<file path="src/rtl/addsub_pkg.sv">
// Shared types and helpers for the group-serial CLA adder/subtractor.
package addsub_pkg;

   typedef enum logic [1:0] {IDLE, RUN, DONE} state_t;

   localparam int GROUP_DEFAULT = 4;
   localparam int MAX_GROUP     = 32;

   // Group generate/propagate over the low n bits of zero-padded p/g vectors.
   function automatic logic [1:0] group_gp(input logic [MAX_GROUP-1:0] p,
                                           input logic [MAX_GROUP-1:0] g,
                                           input int n);
      logic gg;
      logic pp;
      gg = 1'b0;
      pp = 1'b1;
      for (int i = 0; i < MAX_GROUP; i++) begin
         if (i < n) begin
            gg = g[i] | (p[i] & gg);
            pp = pp & p[i];
         end
      end
      return {gg, pp};
   endfunction

endpackage

</file>
<file path="src/rtl/cla_group.sv">
// One GROUP-bit carry-lookahead slice: sum, group G/P, and the carry into the slice MSB.
module cla_group
   import addsub_pkg::*;
#(
   parameter int GROUP = GROUP_DEFAULT
) (
   input  logic [GROUP-1:0] a,
   input  logic [GROUP-1:0] b,
   input  logic             cin,
   output logic [GROUP-1:0] sum,
   output logic             G,
   output logic             P,
   output logic             c_msb
);

   logic [GROUP-1:0]     p;
   logic [GROUP-1:0]     g;
   logic [GROUP-1:0]     c;
   logic [MAX_GROUP-1:0] p_ext;
   logic [MAX_GROUP-1:0] g_ext;

   assign p = a ^ b;
   assign g = a & b;

   // Each carry is a flat sum of products of g, p and cin, so no carry waits on its neighbour.
   always_comb begin
      logic cc;
      logic pr;
      c = '0;
      for (int i = 0; i < GROUP; i++) begin
         cc = 1'b0;
         pr = 1'b1;
         for (int j = i - 1; j >= 0; j--) begin
            cc = cc | (pr & g[j]);
            pr = pr & p[j];
         end
         c[i] = cc | (pr & cin);
      end
   end

   always_comb begin
      p_ext = '0;
      g_ext = '0;
      p_ext[GROUP-1:0] = p;
      g_ext[GROUP-1:0] = g;
   end

   assign sum      = p ^ c;
   assign c_msb    = c[GROUP-1];
   assign {G, P}   = group_gp(p_ext, g_ext, GROUP);

endmodule

</file>
<file path="src/rtl/gcla_addsub_seq.sv">
// Group-serial CLA adder/subtractor with start/done handshake and signed overflow.
// Optional macro ADDSUB_SAT_EN: saturate the low WIDTH bits of R on signed overflow.
module gcla_addsub_seq
   import addsub_pkg::*;
#(
   parameter int WIDTH     = 16,
   parameter int GROUP     = GROUP_DEFAULT,
   parameter int OUT_WIDTH = 2 * WIDTH
) (
   input  logic                 clk,
   input  logic                 reset,
   input  logic                 start,
   input  logic [WIDTH-1:0]     A,
   input  logic [WIDTH-1:0]     B,
   input  logic                 Add_Sub,
   output logic                 ready,
   output logic                 done,
   output logic [OUT_WIDTH-1:0] R,
   output logic                 Cout,
   output logic                 Ovf
);

   localparam int              N      = WIDTH / GROUP;
   localparam int              KW     = (N > 1) ? $clog2(N) : 1;
   localparam logic [KW-1:0]   K_LAST = KW'(N - 1);

   state_t               state;
   logic [KW-1:0]        k;
   logic [WIDTH-1:0]     a_q;
   logic [WIDTH-1:0]     b_q;
   logic                 sub_q;
   logic                 carry_q;

   logic [GROUP-1:0]     slice_a;
   logic [GROUP-1:0]     slice_b;
   logic [GROUP-1:0]     slice_sum;
   logic                 g_grp;
   logic                 p_grp;
   logic                 c_msb;
   logic                 carry_next;
   logic                 ovf_next;
   logic                 last_grp;
   logic [WIDTH-1:0]     low_next;
   logic [OUT_WIDTH-1:0] r_next;

   assign slice_a    = a_q[k*GROUP +: GROUP];
   assign slice_b    = b_q[k*GROUP +: GROUP] ^ {GROUP{sub_q}};
   assign carry_next = g_grp | (p_grp & carry_q);
   assign ovf_next   = c_msb ^ carry_next;
   assign last_grp   = (k == K_LAST);

   cla_group #(.GROUP(GROUP)) u_cla (
      .a     (slice_a),
      .b     (slice_b),
      .cin   (carry_q),
      .sum   (slice_sum),
      .G     (g_grp),
      .P     (p_grp),
      .c_msb (c_msb)
   );

   always_comb begin
      low_next = R[WIDTH-1:0];
      low_next[k*GROUP +: GROUP] = slice_sum;
`ifdef ADDSUB_SAT_EN
      // A wrapped MSB of 1 on overflow means the true result was positive, and vice versa.
      if (last_grp && ovf_next) begin
         low_next = low_next[WIDTH-1] ? ({WIDTH{1'b1}} >> 1) : ~({WIDTH{1'b1}} >> 1);
      end
`endif
      r_next = {OUT_WIDTH{low_next[WIDTH-1]}};
      r_next[WIDTH-1:0] = low_next;
   end

   // NOTE: every register here uses <= so all state updates see pre-edge values.
   always_ff @(posedge clk) begin
      if (reset) begin
         state   <= IDLE;
         k       <= '0;
         a_q     <= '0;
         b_q     <= '0;
         sub_q   <= 1'b0;
         carry_q <= 1'b0;
         R       <= '0;
         Cout    <= 1'b0;
         Ovf     <= 1'b0;
         done    <= 1'b0;
         ready   <= 1'b1;
      end else begin
         case (state)
            IDLE: begin
               if (start) begin
                  a_q     <= A;
                  b_q     <= B;
                  sub_q   <= Add_Sub;
                  carry_q <= Add_Sub;
                  k       <= '0;
                  ready   <= 1'b0;
                  state   <= RUN;
               end
            end
            RUN: begin
               carry_q <= carry_next;
               R       <= r_next;
               if (last_grp) begin
                  Cout  <= carry_next;
                  Ovf   <= ovf_next;
                  done  <= 1'b1;
                  state <= DONE;
               end else begin
                  k <= k + 1'b1;
               end
            end
            DONE: begin
               done  <= 1'b0;
               ready <= 1'b1;
               state <= IDLE;
            end
            default: begin
               done  <= 1'b0;
               ready <= 1'b1;
               state <= IDLE;
            end
         endcase
      end
   end

endmodule

</file>
<file path="config.mk">
export PLATFORM = sky130hd
export DESIGN_NAME = gcla_addsub_seq
export DESIGN_NICKNAME = d
export VERILOG_FILES = /design/src/rtl/addsub_pkg.sv /design/src/rtl/cla_group.sv /design/src/rtl/gcla_addsub_seq.sv
export SDC_FILE = /design/constraint.sdc
export NUM_CORES = 1
export LEC_CHECK = 0
export CORE_MARGIN = 2
export CORE_UTILIZATION = 49
export CTS_BUF_LIST = sky130_fd_sc_hd__clkbuf_16
export CTS_CLUSTER_DIAMETER = 120
export DETAILED_ROUTE_END_ITERATION = 12
export GPL_ROUTABILITY_DRIVEN = 0
export MAX_ROUTING_LAYER = met4
export PLACE_DENSITY = 0.8
export SYNTH_ARGS = -nofsm -noshare
export SYNTH_HDL_FRONTEND = slang
export SYNTH_HIERARCHICAL = 1
export SYNTH_SLANG_ARGS = --single-unit
</file>
<file path="constraint.sdc">
create_clock -name clk -period 3 [get_ports clk]
set_clock_uncertainty 0.05 [all_clocks]
set_input_delay 0.6 -clock clk [delete_from_list [all_inputs] [get_ports clk]]
set_output_delay 0.6 -clock clk [all_outputs]
set_load 0.01 [all_outputs]
</file>
==> flow_summary.json <==
{
  "route.detailed.drc": 0,
  "dieArea_um2": 6350,
  "status": "complete, no violations",
  "slowest_stage": "dfxtp_1",
  "power_density_nw_per_um2": 565,
  "synth_warnings": 6,
  "critPathLaunchType": "flip-flop",
  "n_antenna_cell": 0,
  "tightest_slew_ps": 724,
  "path_delay_family": "compound AO/OA/AOI/OAI gates",
  "cts_hold_buf": 0,
  "start_util": 0.510,
  "p_leak_nw": 1.40,
  "synthTopCellsByArea": "dfxtp_1 (41%), nand2_1 (9.1%), a21oi_1 (7.3%)",
  "insertion_delay_ps": 330,
  "vias": 2294,
  "instances_no_fill": 436,
  "clk_pin_slew_worst_paths_ps": 50,
  "setup_violations": 0,
  "yosysTopAreaCell": "dfxtp_1",
  "arrival_ps": 2880,
  "report.final.slew_viol_count": 0,
  "fin_crit_ps": 2750,
  "cts_htree_levels": 3,
  "multiInputGateArea_um2": 1310,
  "setup_ws_ps": 246,
  "max_stage_delay_ps": 610,
  "grt_usage": 0.213,
  "cts_buffers": 9,
  "synth_ff_type": "dfxtp_1",
  "die_y_um": 79.7,
  "path_cells": "mux4_2 > ha_1 > a21o_1 > a221oi_2 > inv_1 > a211o_1 > nand2_1 > o22ai_1",
  "core_area_um2": 5510,
  "drt_iter0_markers": 135,
  "clockBufferDepth": 2,
  "slew_headroom": 0.516,
  "hold_viol": 0,
  "firstDrtPassIters": 4,
  "wire_per_inst_um": 14.1,
  "synth-edff-count": 0,
  "synth_cell_type_count": 38,
  "antenna_found_initial": 0,
  "grt_max_degree": 45,
  "yosysSeqAreaShare": 0.414,
  "via_per_inst": 5.26,
  "ir_drop_v": 0.000375,
  "crit_fanout": 9,
  "area_growth_pct": 31.0,
  "ioPinCount": 72,
  "maxCapViolCount": 0,
  "final_antenna_net_count": 0,
  "ys_seq_elements": 58,
  "p_total_mw": 2.08,
  "syn_area_um2": 2810,
  "fin_util": 0.668,
  "synthCells": 307,
  "wl_um": 6160,
  "cp_num_buf_inv": 1,
  "syn_area_per_cell_um2": 9.14,
  "cts.sinks": 58,
  "dpl-instance-area_um2": 3400,
  "critPathRequiredTime_ps": 3130,
  "whs_ps": 411,
  "cts_tree": "built",
  "cts_resized": 0,
  "fillers": 433,
  "register_area_um2": 1160,
  "synth_nets": 354,
  "grt_pass1_vias": 2179,
  "grt_overflow": 0,
  "synth.top_cell.area_share": 0.414,
  "rsz0062_at_grt": "no",
  "fin_crit_sh": 0.918,
  "dpl.hpwl_um": 4400,
  "holdCritPathClass": "reg -> reg",
  "placedCellCount": 420,
  "rows": 27,
  "grt_first_pass_wirelength_um": 10000,
  "postCtsSetupRepairBufs": 0,
  "fmax_mhz": 363,
  "io_buffers": 71,
  "critPathKind": "reg -> reg",
  "end_kind": "flip-flop",
  "async_flop_share": 0,
  "tns_ps": 0,
  "pre_cts_slack_ps": 193,
  "drive_gt1_frac": 0.0852,
  "fin_area_um2": 3680,
  "nNetsFinal": 406,
  "die_width_um": 79.7,
  "root_buffer": "clkbuf_16"
}
-- cells by family after synthesis --
kind of cell / Yosys count / share of synthesized area
simple gates: 99 / 0.169
compound gates: 68 / 0.160
flops: 58 / 0.414
buf+inv: 56 / 0.120
fa+ha+maj: 11 / 0.0517
mux: 8 / 0.0642
xor+xnor: 7 / 0.0218
-- worst paths after layout --
kind	startpoint	end	slack, ps	cells past startpoint
max	k[0]	Ovf	250	8
min	a_q[8]	a_q[8]	410	2
max reg2reg	k[0]	Ovf	250	8
min reg2reg	a_q[8]	a_q[8]	410	2
-- power breakdown --
part | total [mW] | switching [mW] | internal [mW]
clock network | 0.948 | 0.325 | 0.623
registers | 0.840 | 0.0312 | 0.809
logic | 0.288 | 0.145 | 0.143
total | 2.08 | 0.501 | 1.58
-- tightest hold or removal path: stages, from the launching register on --
cell and delay [ps]:
dfxtp_1 310, nand2_1 50, a21oi_1 50
-- synthesized netlist by cell type (2+ instances only) --
master     n
nand3b_1   2
or3b_1     2
buf_2      3
clkbuf_1   6
xor2_1     4
buf_4     19
nor2_1     6
dfxtp_1   58
nand2b_1   5
nand3_1    2
nand2_1   68
ha_1      10
a211o_1    2
nand4b_1   2
nand4_1    2
nor2b_1    2
mux4_2     8
xnor2_1    3
inv_1     20
a32oi_1    4
a21oi_1   41
a221oi_2   2
buf_6      7
a21o_1     2
and3b_1    3
o32ai_1   12
-- final cells by class --
type | instances | share of cell area
clock inverter | 7 | 0.0146
timing repair buffer | 77 | 0.208
clock buffer | 9 | 0.0612
multi-input combinational | 193 | 0.356
tap | 72 | 0.0245
inverter | 20 | 0.0204
sequential | 58 | 0.316
-- state kept, by name, summed over array words and instances, names as in the netlist --
register  cells
Cout          1
carry_q       1
b_q          16
k             2
sub_q         1
ready         1
Ovf           1
R            16
done          1
a_q          16
state         2
-- metal layers --
layer	part of all wire	vias to the layer above	routed length, um	track usage
met4	0.011	0	70	0.0948
li1	-	1151	-	-
met2	0.50	74	3060	0.355
met3	0.060	8	368	0.0611
met1	0.43	1061	2670	0.237
met5	0	-	0	-
-- placed cells by master (no fill, tap or decap), types with 2 or more instances in the layout --
master            n
xor2_1            4
clkinv_1          2
nor2_1            6
nand2b_1          5
o32ai_1          12
a21oi_1          41
xnor2_1           3
nand3b_1          2
nand3_1           2
a32oi_1           4
a221oi_2          2
mux4_2            8
nand4_1           2
clkdlybuf4s50_1  70
or3b_1            2
a211o_1           2
dfxtp_1          57
a21o_1            2
nor2b_1           2
clkbuf_16         9
buf_4             5
nand4b_1          2
nand2_1          68
ha_1             10
inv_1            23
and3b_1           3
(Power assumes the default switching activity.)
==> RTL edit 1: new RTL, same flow settings <==
`GROUP_DEFAULT`: 4 -> 2.
--- a/src/rtl/addsub_pkg.sv
+++ b/src/rtl/addsub_pkg.sv
@@ -5,3 +5,3 @@
 
-   localparam int GROUP_DEFAULT = 4;
+   localparam int GROUP_DEFAULT = 2;
    localparam int MAX_GROUP     = 32;
Behaviour: not the same (Yosys sat finds a counterexample within 4 cycles, from zero or initial values and one cycle with reset high).
==> RTL edit 1 against the original RTL <==
  * Sequential cell count grew 1
  * Utilization grew 1.4 points
  * Area after synthesis grew 1.7%
  * Final area grew 3.4%
  * Hold slack lost 0.0095 ns
  * Setup slack gained 0.053 ns
  * Routed wire length shrank 2.3%
  * Total power grew 3.7%
  * Critical path type unchanged
==> RTL edit 1: results (changes against the original RTL) <==
[min_path]
whs_path_depth=2  ; unchanged
hold_path_class=flop to flop  ; unchanged

[yosys]
synth_flop_cell=dfxtp_1  ; unchanged
synthTopCellsByArea=dfxtp_1, nand2_1, mux2i_1  ; was dfxtp_1, nand2_1, a21oi_1
synth.distinct_cells=38  ; unchanged
syn_area_per_cell_um2=8.79  ; was 9.14 um^2
yosysSeqAreaShare_pct=41.4  ; about the same
yosysWarnings=6  ; unchanged
synth_fp_nets=371  ; was 354
synth_common_cells=nand2_1, dfxtp_1, a21oi_1, mux2i_1, buf_4  ; was nand2_1, dfxtp_1, a21oi_1, inv_1, buf_4
async_flop_share_pct=0  ; unchanged

[power]
irDropWorstVdd_mv=0.316  ; was 0.375 mV
p_leak_nw=1.51  ; was 1.40 nW

[drt]
drtPass1Iterations=4  ; unchanged
drc=0  ; unchanged
routedWlPerCell_um=13.1  ; was 14.1 um
antenna_left=0  ; unchanged
first_iter_violations=103  ; was 135
vias=2322  ; was 2294
routed_wl_um=6020  ; was 6160 um

[layout]
insertedDiodeCount=0  ; unchanged
final_nets=427  ; was 406
fillers=453  ; was 433
drive_above_1_share_pct=10.9  ; was 8.52%
top_regs=R: 16 flops, a_q: 16 flops, b_q: 16 flops  ; unchanged

[setup_path]
r2r_setup_slack_ns=0.30  ; was 0.25 ns
r2r-end=R[9]$_SDFFE_PP0P_  ; was Ovf$_SDFFE_PP0P_
cp_max_fo=13  ; was 9
crit_path_start=k[1]$_SDFFE_PP0P_  ; was k[0]$_SDFFE_PP0P_
worstRegToRegCells=10  ; was 8
cp.arrival_ns=2.89  ; was 2.88 ns

[clock_network]
postCtsSetupBuffers=0  ; unchanged
cts.path.max_buffers=2  ; unchanged
path_clk_slew_ns=0.05  ; about the same
htreeDepth=3  ; unchanged
worstSkewPairLatency_ns=0.32
cts_root_buf=clkbuf_16  ; unchanged
cts_buffers=9  ; unchanged

[grt]
grt_pass1_wl_um=10000  ; about the same
grt_max_degree=49  ; was 45
grt_antenna_before_repair=0  ; unchanged
grt_pass1_vias=2220  ; was 2179
grt_use_total_pct=20.6  ; was 21.3%

[run_status]
outcome=completed  ; unchanged

[placement]
dpl.cell_count=442  ; was 420
dp_hpwl_um=4330  ; was 4400 um
io_buffers=71  ; unchanged

[timing]
worst_pin_slew_ns=0.806  ; was 0.724 ns
hold_viol=0  ; unchanged

RTL edit 1: area by class of cell:
class                   count  area share [%]
inverters                   3           0.296
well taps                  72            2.37
clock inverters             7            2.20
multi-input cells         230            38.1
clock buffers               9            5.92
repair buffers             78            19.9
flip-flops and latches     59            31.1
RTL edit 1: logic make-up after synthesis:
kind of cell	synth area share, %
fa+ha+maj	4.65
flops	41.4
xor+xnor	1.23
buf+inv	8.06
simple gates	23.4
mux	11.7
compound gates	9.64
RTL edit 1: power by group:
group          total (mW)  switching [mW]  internal (mW)
sequential          0.847          0.0269          0.820
combinational       0.251           0.122          0.129
clock                1.06           0.341          0.716
RTL edit 1: metal layers:
metal	vias up	GRT usage, %	share of wire, %
met5	-	-	0
met3	9	5.96	4.9
met2	64	35.3	50
met4	0	6.95	1.3
li1	1186	-	-
met1	1063	23.2	44
RTL edit 1: worst min path at each step:
| stage | start | end | slack [ns] |
|---|---|---|---|
| detailed placement | a_q[12]$_SDFFE_PP0P_ | a_q[12]$_SDFFE_PP0P_ | 0.40 |
| global placement | R[8]$_SDFFE_PP0P_ | R[8]$_SDFFE_PP0P_ | 0.39 |
| global route | b_q[8]$_SDFFE_PP0P_ | b_q[8]$_SDFFE_PP0P_ | 0.42 |
| CTS | a_q[12]$_SDFFE_PP0P_ | a_q[12]$_SDFFE_PP0P_ | 0.40 |
| finish | b_q[8]$_SDFFE_PP0P_ | b_q[8]$_SDFFE_PP0P_ | 0.40 |
| floorplan | b_q[6]$_SDFFE_PP0P_ | b_q[6]$_SDFFE_PP0P_ | 0.38 |
RTL edit 1: critical path: stages, from the launching register on:
cell and delay [ns]:
dfxtp_2 0.55, mux2i_1 0.29, o22ai_1 0.13, a311oi_2 0.22, xnor2_1 0.15, fa_1 0.46
xor2_1 0.20, buf_4 0.16, nand2_1 0.05, or2_0 0.20, a21oi_1 0.16
RTL edit 1: metrics by stage:
step / setup WS, ns / instance area, um^2
CTS: 0.0733 / 3800
detailed placement: 0.137 / 3490
global placement: 0.367 / 3490
finish: 0.299 / 3800
global route: 0.111 / 3800
floorplan: 0.516 / 2860
RTL edit 1: what timing repair did:
action                                  in CTS  in global routing
endpoints found under the hold margin        0                  0
resized for setup                            0                  2
endpoints found under the setup margin       0                  6
==> RTL edit 2: new RTL, config.mk and constraints unchanged <==
Without the edit above. Reset style: asynchronous (`reset`), changed in one clocked block.
--- a/src/rtl/gcla_addsub_seq.sv
+++ b/src/rtl/gcla_addsub_seq.sv
@@ -75,3 +75,3 @@
    // NOTE: every register here uses <= so all state updates see pre-edge values.
-   always_ff @(posedge clk) begin
+   always_ff @(posedge clk or posedge reset) begin
       if (reset) begin
Behaviour: differs if reset is asserted again (counterexample within 4 cycles, from zero or initial values and one cycle with reset high); with reset held inactive, the same outputs for 10 cycles.
==> RTL edit 2 against the original RTL <==
  * Cell count is 16% lower
  * Count of clock-buffer cells in the layout is the same
  * Setup slack worse by 0.093 ns
  * Critical path depth did not move
  * Final area increased by 7.2%
  * Area after synthesis is 5.6% higher
  * Routed wire length is 7.1% lower
  * Sequential cell count unchanged
  * Critical path type unchanged
  * Critical endpoint is now R[11]$_DFFE_PP0P_
Power is not compared: it rests on default switching activity, and its combinational part moved more than twofold at a synthesized area within 25%.
==> RTL edit 2: results (changes against the original RTL) <==
[drt]
routedWlPerCell_um=15.7  ; was 14.1 um
first_iter_violations=56  ; was 135

[floorplanning]
coreArea_mm2=0.00589  ; was 0.00551 mm^2

[yosys]
synth_compound_area_share_pct=7.18  ; was 16.0%
synth-xor-area-share_pct=2.36  ; was 2.18%
synth_common_cells=dfrtp_1, mux2_2, nand2_1, buf_4, o21ai_0  ; was nand2_1, dfxtp_1, a21oi_1, inv_1, buf_4
synth.distinct_cells=33  ; was 38
synth_fa_ha_area_share_pct=4.90  ; was 5.17%
yosysSeqAreaShare_pct=49.0  ; was 41.4%
synthTopCellsByArea=dfrtp_1, mux2_2, mux4_1  ; was dfxtp_1, nand2_1, a21oi_1
async_flop_share_pct=100  ; was 0%
muxShareOfSynthArea_pct=19.8  ; was 6.42%
synth_fp_nets=270  ; was 354
synthCells=223  ; was 307

[setup_path]
slowest_delay_ns=0.59  ; was 0.61 ns
cp_max_fo=8  ; was 9
cp.arrival_ns=3.02  ; was 2.88 ns
crit_slowest_cell=mux4_1  ; was dfxtp_1

[layout]
clk_share_pct=7.84  ; was 7.59%
drive_above_1_share_pct=23.0  ; was 8.52%
signal_buffers=76  ; was 77
multi_input_area_mm2=0.00127  ; was 0.00131 mm^2
inv_count=13  ; was 20
multi_input_cells=128  ; was 193
fillers=430  ; was 433
area.sequential_mm2=0.00145  ; was 0.00116 mm^2
buffer_area_share_pct=19.3  ; was 20.8%

[placement]
dp_hpwl_um=4080  ; was 4400 um
post_dp_cell_area_mm2=0.00363  ; was 0.00340 mm^2
dpl_worst_slack_ns=0.117  ; was 0.193 ns

[grt]
grt_pass1_wl_um=9260  ; was 10000 um
grt_use_total_pct=19.7  ; was 21.3%
grt_max_degree=32  ; was 45

[run_status]
outcome=completed  ; unchanged

[clock_network]
cts.path.max_buffers=2  ; unchanged

[timing]
slew_headroom_pct=67.5  ; was 51.6%

## RTL edit 2: per-layer routing
layer / GRT usage [%] / wire length (um) / up-vias
met3: 5.27 / 295 / 11
li1: - / - / 909
met2: 30.0 / 2740 / 71
met4: 8.67 / 114 / 0
met1: 24.9 / 2580 / 961
met5: - / 0 / -
## RTL edit 2: final timing paths
kind	startpoint	to	slack [ns]
max reg2reg	k[0]$_DFFE_PP0P_	R[11]$_DFFE_PP0P_	0.15
min	R[4]$_DFFE_PP0P_	R[4]$_DFFE_PP0P_	0.43
min reg2reg	R[4]$_DFFE_PP0P_	R[4]$_DFFE_PP0P_	0.43
max	k[0]$_DFFE_PP0P_	R[11]$_DFFE_PP0P_	0.15
min in group asynchronous	reset	R[13]$_DFFE_PP0P_	0.62
max in group asynchronous	reset	ready$_DFFE_PP1P_	1.93
## RTL edit 2: what timing repair did
action,4_1_cts,5_1_grt
resized for setup,0,1
setup endpoints to repair,0,5
hold buffers,0,0
